### config.mk
export PLATFORM = sky130hd
export DESIGN_NAME = fetch_ctrl
export DESIGN_NICKNAME = d
export VERILOG_FILES = /design/src/rtl/fetch_ctrl.sv
export SDC_FILE = /design/constraint.sdc
export NUM_CORES = 1
export LEC_CHECK = 0
export BUFFER_PORTS_ARGS = -buffer_cell sky130_fd_sc_hd__buf_2
export CAP_MARGIN = 25
export CELL_PAD_IN_SITES_DETAIL_PLACEMENT = 1
export CELL_PAD_IN_SITES_GLOBAL_PLACEMENT = 1
export CORE_MARGIN = 10
export CORE_UTILIZATION = 36
export DETAILED_ROUTE_END_ITERATION = 7
export PLACE_DENSITY_LB_ADDON = 0.1
export SLEW_MARGIN = 10
export SYNTH_ARGS = -nofsm -noshare
export SYNTH_HDL_FRONTEND = slang
export SYNTH_SLANG_ARGS = --single-unit
export TNS_END_PERCENT = 5
### constraint.sdc
create_clock -name Clk -period 2.9 [get_ports Clk]
set_input_delay 0.145 -clock Clk [delete_from_list [all_inputs] [get_ports Clk]]
set_output_delay 0.145 -clock Clk [all_outputs]
set_load 0.01 [all_outputs]
### src/rtl/fetch_ctrl.sv
// Instruction-fetch sequencer: owns the fetch PC, keeps one request outstanding to
// instruction memory and hands fetched words to decode through a valid/stall slot.
module fetch_ctrl #(
    parameter logic [31:0] RESET_PC = 32'h0000_0000,
    parameter logic [31:0] NOP_INST = 32'h0000_0013
) (
    input  logic        Clk,
    input  logic        Rst,
    input  logic        Stall,
    input  logic        Redirect,
    input  logic [31:0] RedirectPc,
    output logic        ImemReq,
    output logic [31:0] ImemAddr,
    input  logic        ImemGnt,
    input  logic        ImemValid,
    input  logic [31:0] ImemData,
    output logic [31:0] Pc,
    output logic        IfValid,
    output logic [31:0] IfPc,
    output logic [31:0] Inst
);

    typedef enum logic [1:0] {
        ST_REQ  = 2'd0,
        ST_WAIT = 2'd1,
        ST_HOLD = 2'd2,
        ST_DROP = 2'd3
    } fetch_state_t;

    fetch_state_t state;
    fetch_state_t state_next;

    logic [31:0] pc_next;
    logic [31:0] buf_inst;
    logic [31:0] slot_data;
    logic [31:0] redirect_target;
    logic [31:0] pc_plus4;
    logic        slot_free;
    logic        slot_load;
    logic        buf_load;

    // Masking keeps every target word-aligned without leaving RedirectPc bits unused.
    assign redirect_target = RedirectPc & 32'hFFFF_FFFC;
    assign pc_plus4        = Pc + 32'd4;
    assign slot_free       = !IfValid || !Stall;

    assign ImemReq  = (state == ST_REQ) && !Rst;
    assign ImemAddr = Pc;

    always_comb begin
        state_next = state;
        pc_next    = Pc;
        slot_load  = 1'b0;
        slot_data  = ImemData;
        buf_load   = 1'b0;

        case (state)
            ST_REQ: begin
                if (Redirect) begin
                    pc_next = redirect_target;
                    if (ImemGnt) begin
                        state_next = ST_DROP;
                    end
                end else if (ImemGnt) begin
                    state_next = ST_WAIT;
                end
            end

            ST_WAIT: begin
                if (Redirect) begin
                    pc_next    = redirect_target;
                    state_next = ImemValid ? ST_REQ : ST_DROP;
                end else if (ImemValid) begin
                    if (slot_free) begin
                        slot_load  = 1'b1;
                        pc_next    = pc_plus4;
                        state_next = ST_REQ;
                    end else begin
                        buf_load   = 1'b1;
                        state_next = ST_HOLD;
                    end
                end
            end

            // The skid buffer drains as soon as decode stops stalling.
            ST_HOLD: begin
                if (Redirect) begin
                    pc_next    = redirect_target;
                    state_next = ST_REQ;
                end else if (!Stall) begin
                    slot_load  = 1'b1;
                    slot_data  = buf_inst;
                    pc_next    = pc_plus4;
                    state_next = ST_REQ;
                end
            end

            ST_DROP: begin
                if (Redirect) begin
                    pc_next = redirect_target;
                end
                if (ImemValid) begin
                    state_next = ST_REQ;
                end
            end

            default: begin
                state_next = ST_REQ;
            end
        endcase
    end

    always_ff @(posedge Clk) begin
        if (Rst) begin
            state    <= ST_REQ;
            Pc       <= RESET_PC;
            IfValid  <= 1'b0;
            IfPc     <= 32'h0;
            Inst     <= NOP_INST;
            buf_inst <= 32'h0;
        end else begin
            state <= state_next;
            Pc    <= pc_next;
            if (buf_load) begin
                buf_inst <= ImemData;
            end
            // A redirect flushes the slot even when decode is stalled.
            if (Redirect) begin
                IfValid <= 1'b0;
                Inst    <= NOP_INST;
            end else if (slot_load) begin
                IfValid <= 1'b1;
                IfPc    <= Pc;
                Inst    <= slot_data;
            end else if (slot_free) begin
                IfValid <= 1'b0;
                Inst    <= NOP_INST;
            end
        end
    end

endmodule

; ---- Word-level counts from Yosys, hierarchy flattened
; Index checks and enable logic that the tools add are counted.
[classes]
n_eq_ne = 9
muxes = 34
n_bitwise = 1
add_sub_neg = 1
n_reduce_logical = 12
[op_table]
columns = operator, n
row1 = 32-bit 2-to-1 mux, 10
row2 = 32-bit case mux with 3 select lines, 1
row3 = 32-bit by 3-bit adder with 32-bit output (second input constant), 1
row4 = 2-bit 2-to-1 mux, 10
row5 = 1-bit 2-to-1 mux, 11
row6 = 3-bit != test (second input constant), 3
row7 = 2-bit case mux with 4 select lines, 1
row8 = 4-bit AND reduction, 2
row9 = 2-bit equality test (second input constant), 2
row10 = 2-bit != test (second input constant), 2
row11 = 2-bit OR reduction, 2
row12 = 1-bit logical NOT, 3
row13 = 2-bit by 1-bit equality test with 1-bit output (second input constant), 1
row14 = 2-bit logical NOT, 1
row15 = 2-bit by 1-bit != test with 1-bit output (second input constant), 1
row16 = 1-bit case mux with 2 select lines, 1
row17 = 2-bit AND reduction, 1
row18 = 2-bit nonzero test, 1
row19 = 1-bit logical AND, 1
row20 = 1-bit logical OR, 1
row21 = 1-bit inverter, 1
[word_totals]
inputBits = 70
elab_cells = 63
out_inout_bits = 130
regBits = 131

; ---- Depth between registers and ports, before layout
[depth]
ltp_word = 7
mapped_depth = 9
depth_no_buf = 7

; ---- Worst setup path after synthesis
; OpenSTA, ideal clock, no wires.
[synth_timing]
path_kind = register to register
startpoint = register Pc[2] (netlist: ImemAddr[2])
endpoint = register Pc[30] (netlist: ImemAddr[30])
path_stages_with_launch = 7
period_less_slack_ps = 2130
path_buffers = 0
slack_ps = 770
arrival_time_ps = 2014
t_required_ps = 2785
setup_ps = 115
cell_sequence = dfxtp_1 -> ha_1 -> nand4_2 -> nor3_2 -> nand4_2 -> or4_1 -> and3_1
[synth_via]
elab_chain_len = 5
elab_cells_between_ends = 7
cone_classes = add/sub: 1 / mux: 6
[synth_rtl]
columns = item, line_no
row1 = from (decl), 17  ; output logic [31:0] Pc,
row2 = from (signal assigned), 123  ; Pc <= pc_next;
row3 = 32-bit by 3-bit adder with 32-bit output (*), 44  ; assign pc_plus4 = Pc + 32'd4;
row4 = 32-bit 2-to-1 mux, 74  ; if (slot_free) begin
row5 = 32-bit 2-to-1 mux, 73  ; end else if (ImemValid) begin
row6 = 32-bit 2-to-1 mux, 70  ; if (Redirect) begin
row7 = 32-bit case mux with 3 select lines (*), 57  ; case (state)
; Mark *: on every way between the ends. The rest lies on a longest branch, timed or not. The select of a mux whose other input is x is not followed.
; A chain may end at the register's enable or synchronous reset.

; ---- Final worst setup path
[layout_timing]
startpoint = register Pc[3] (netlist: ImemAddr[3])
endpoint = register Pc[30] (netlist: ImemAddr[30])
; Same word-level chain as after synthesis.

==> run metrics <==
initial antenna violation count 1; HP Class in -> reg; status finished, final reports clean; multi-input logic area 0.003015 sq mm; Internal 3678 uW; clk sinks 127; setup violators final 0; fillers 2002; DRT Pass-1 Iters 5; core area 0.01652 sq mm; gr usage total 20.33%; FF-to-FF setup slack 0.39 ns; GP Congestion 0.8819; number of core rows 47; Final min period 2.505 ns; Setup Skew 0.007366 ns; crit path to ImemAddr[30]$_SDFFE_PP0P_; vias in the first global route 6542; die area 0.02235 sq mm; Critical Path RT 3.21 ns; Max-slew headroom 53.03%; reg-to-reg endpoint ImemAddr[30]$_SDFFE_PP0P_; Reg power frac 37.6%; mux share of post-synthesis cell area 6.114%; Buffers on Ports 191; Leak Pwr 0.003297 uW; PD cells 658.4 mW/mm^2; max-cap viol count 0; R2R depth 6; WP data arrival 2.81 ns; RSZ-0062 raised after global routing false; Root Buffer Master clkbuf_16; CTS clk-pin slew, worst paths 0.06 ns; M1 WL 9.484 mm; post-DP HPWL 16.41 mm; antenna viol nets, final 0; Synth cell types 53; slowest stage cell, crit path or4_1; Max Slew Vio Count 0; Crit Path Category reg -> reg; most used cell, CP nand4_2; fmax 399.2 MHz; largest family of logic cells by synthesized area simple AND/OR/NAND/NOR gates; CP peak stage delay 0.56 ns; CTS tree done; Crit. End Element flop; XOR/XNOR Fraction of Synth Area 0.1451%; EDFF count, synth 0; Iter 0 DRT Violations 279; overall die height 149.5 um; Seq/Total Area, Yosys 42.11%; CP delay by family, top simple AND/OR/NAND/NOR gates; largest net degree at the start of global routing 60; Syn Inst Count 743; IO Pins 200; worst skew pair latency 0.42 ns; VDD IR-drop max 0.4472 mV; synthesized cell area 0.006037 sq mm; metal3 WL 1.843 mm; crit path from ImemAddr[3]$_SDFFE_PP0P_; Routed Wire Length 23.18 mm; Avg WL per Cell 20.05 um; largest fanout on the critical path 8; layout cell share with drive strength beyond 1 30.27%; DR vias 6116; combinational fraction of design power 19.1%; # nets final 999; top sig layer met4; first-pass GRT wire length 35.95 mm; post_cts resized 0; Least-Margin Pin Slew 0.7045 ns; Clk pwr share 43.3%; Sw Ratio 29.79%; # DRC 0; Worst R2R Start ImemAddr[3]$_SDFFE_PP0P_; vias per cell 5.291; Avg Synthesized Cell Area 8.125 sq um; Worst path depth 6; final hold violation count 0; Die W 149.5 um; final period utilization 86.38%; FFs w/ async S/R, synth 0%; crit path launch type flop; H-tree depth 4; Synth Area in Simple Gates 22.94%; CP Buf/Inv Count 0; cells along the critical path ha_1, nand4_2, nor3_2, nand4_2, or4_1, and3_1; setup_tns 0 ns; post-synthesis compound-gate area fraction 18.82%; Storage cell area 0.002542 sq mm; met2 wire len 11.16 mm; Synth Area in Adders 1.244%; Tot Pwr 5238 uW; P&R area growth vs syn 31.79%; NetSw 1561 uW; grt total ovfl 0; worst-case clock buffer depth 2; synth warn 0; Top FF cell, synth dfxtp_1; CTS buffer count 17; number of synthesized register bits 127; Initial Util 36.53%
[cells in the mapped netlist, types with 5 or more instances]
library cell,count,area share (%)
nor3_1,5,0.41
nor2_1,55,3.4
nand2b_1,5,0.52
o31ai_1,9,1.1
a32o_1,6,0.99
o21ai_0,12,0.99
ha_1,6,1.2
or3_1,7,0.73
a31oi_1,6,0.62
or4_1,5,0.62
a21oi_1,74,6.1
inv_1,10,0.62
nand4_1,10,1.0
dfxtp_1,127,42
nand3_1,21,1.7
nand2_1,169,11
clkbuf_1,46,2.9
a22oi_1,34,4.2
buf_4,38,4.7
mux2_2,31,5.8
o211ai_1,11,1.4
[cells by family (layout without fill, tap and decap cells)]
logic type,count (synthesis),in the layout
AOI/OAI and AO/OA,176,176
muxes,33,33
and+or+nand+nor,300,300
xor gates and xnor gates,1,1
buffers and inverters,99,286
DFF,127,127
other,1,7
adders and majority gates,6,6
[stage by stage]
step / util [%] / cell area [sq um] / instances / setup WS [ns] / hold WS, ns
3_3_place_gp: 42.10 / 6957 / 1087 / 0.5398 / 0.3945
4_1_cts: 48.13 / 7954 / 1155 / 0.4220 / 0.003415
3_5_place_dp: 42.10 / 6957 / 1087 / 0.4633 / 0.4046
6_report: 48.15 / 7956 / 1156 / 0.3949 / 0.01538
5_1_grt: 48.13 / 7954 / 1155 / 0.2289 / 0.01146
2_1_floorplan: - / 6056 / 748 / 0.7704 / 0.2810
[power groups by stage]
stage               clock network (uW)  logic (uW)  registers, uW
floorplan                            0         609           2000
finish                            2270        1000           1970
CTS                               2310        1000           1970
global route                      2410        1100           1980
detailed placement                   0         961           2010
global placement                     0         937           2000
[sequential cells by signal (all words and copies together), names as in the netlist]
name and count:
Inst 32, IfPc 30, ImemAddr 30, IfValid 1
state 2, buf_inst 32
[worst min-delay path: stages]
cell,delay (ns)
buf_2,0.10
nand2_1,0.06
a31oi_1,0.07
[cell type report]
cell class,instances,area share [%]
clock inverters,8,1.620
flip-flops and latches,127,31.95
diodes,1,0.03145
multi-input cells,522,37.90
inverters,10,0.4718
clock buffers,23,6.259
well taps,220,3.460
repair buffers,245,18.30
[worst min path at each step]
| stage | from | to | cells after the start |
|---|---|---|---|
| after floorplan | ImemData[0] | buf_inst[0]$_SDFFE_PP0P_ | 2 |
| after global placement | ImemData[6] | buf_inst[6]$_SDFFE_PP0P_ | 3 |
| after detailed placement | ImemData[3] | buf_inst[3]$_SDFFE_PP0P_ | 3 |
| after CTS | RedirectPc[29] | ImemAddr[29]$_SDFFE_PP0P_ | 3 |
| after global routing | RedirectPc[29] | ImemAddr[29]$_SDFFE_PP0P_ | 3 |
| final | RedirectPc[29] | ImemAddr[29]$_SDFFE_PP0P_ | 3 |
[cells in the final DEF (no fill, tap or decap), drive strengths merged, types with 4 or more instances in the layout]
master	count
buf	208
inv	10
dlygate4sd3	37
or3	7
nand2	169
a31oi	6
nand2b	5
o31ai	9
a32o	6
and4	4
nor3	7
or4	5
a22oi	34
nor4	5
nand3	21
ha	6
dfxtp	127
nand4	14
nor2	55
clkinv	4
mux2	31
o211ai	11
a21oi	74
clkbuf	23
conb	6
o21ai	12
[layer usage]
metal	GRT usage [%]	vias to the layer above
li1	-	2927
met1	23.40	2953
met2	34.08	196
met3	6.703	40
met4	8.096	0
met5	0	-
[timing repair]
action / 4_1_cts / 5_1_grt
hold buffers: 37 / 0
setup buffers: 0 / 0
endpoints found under the hold margin: 37 / 0
Note: power is estimated with default switching activity, not from simulation.
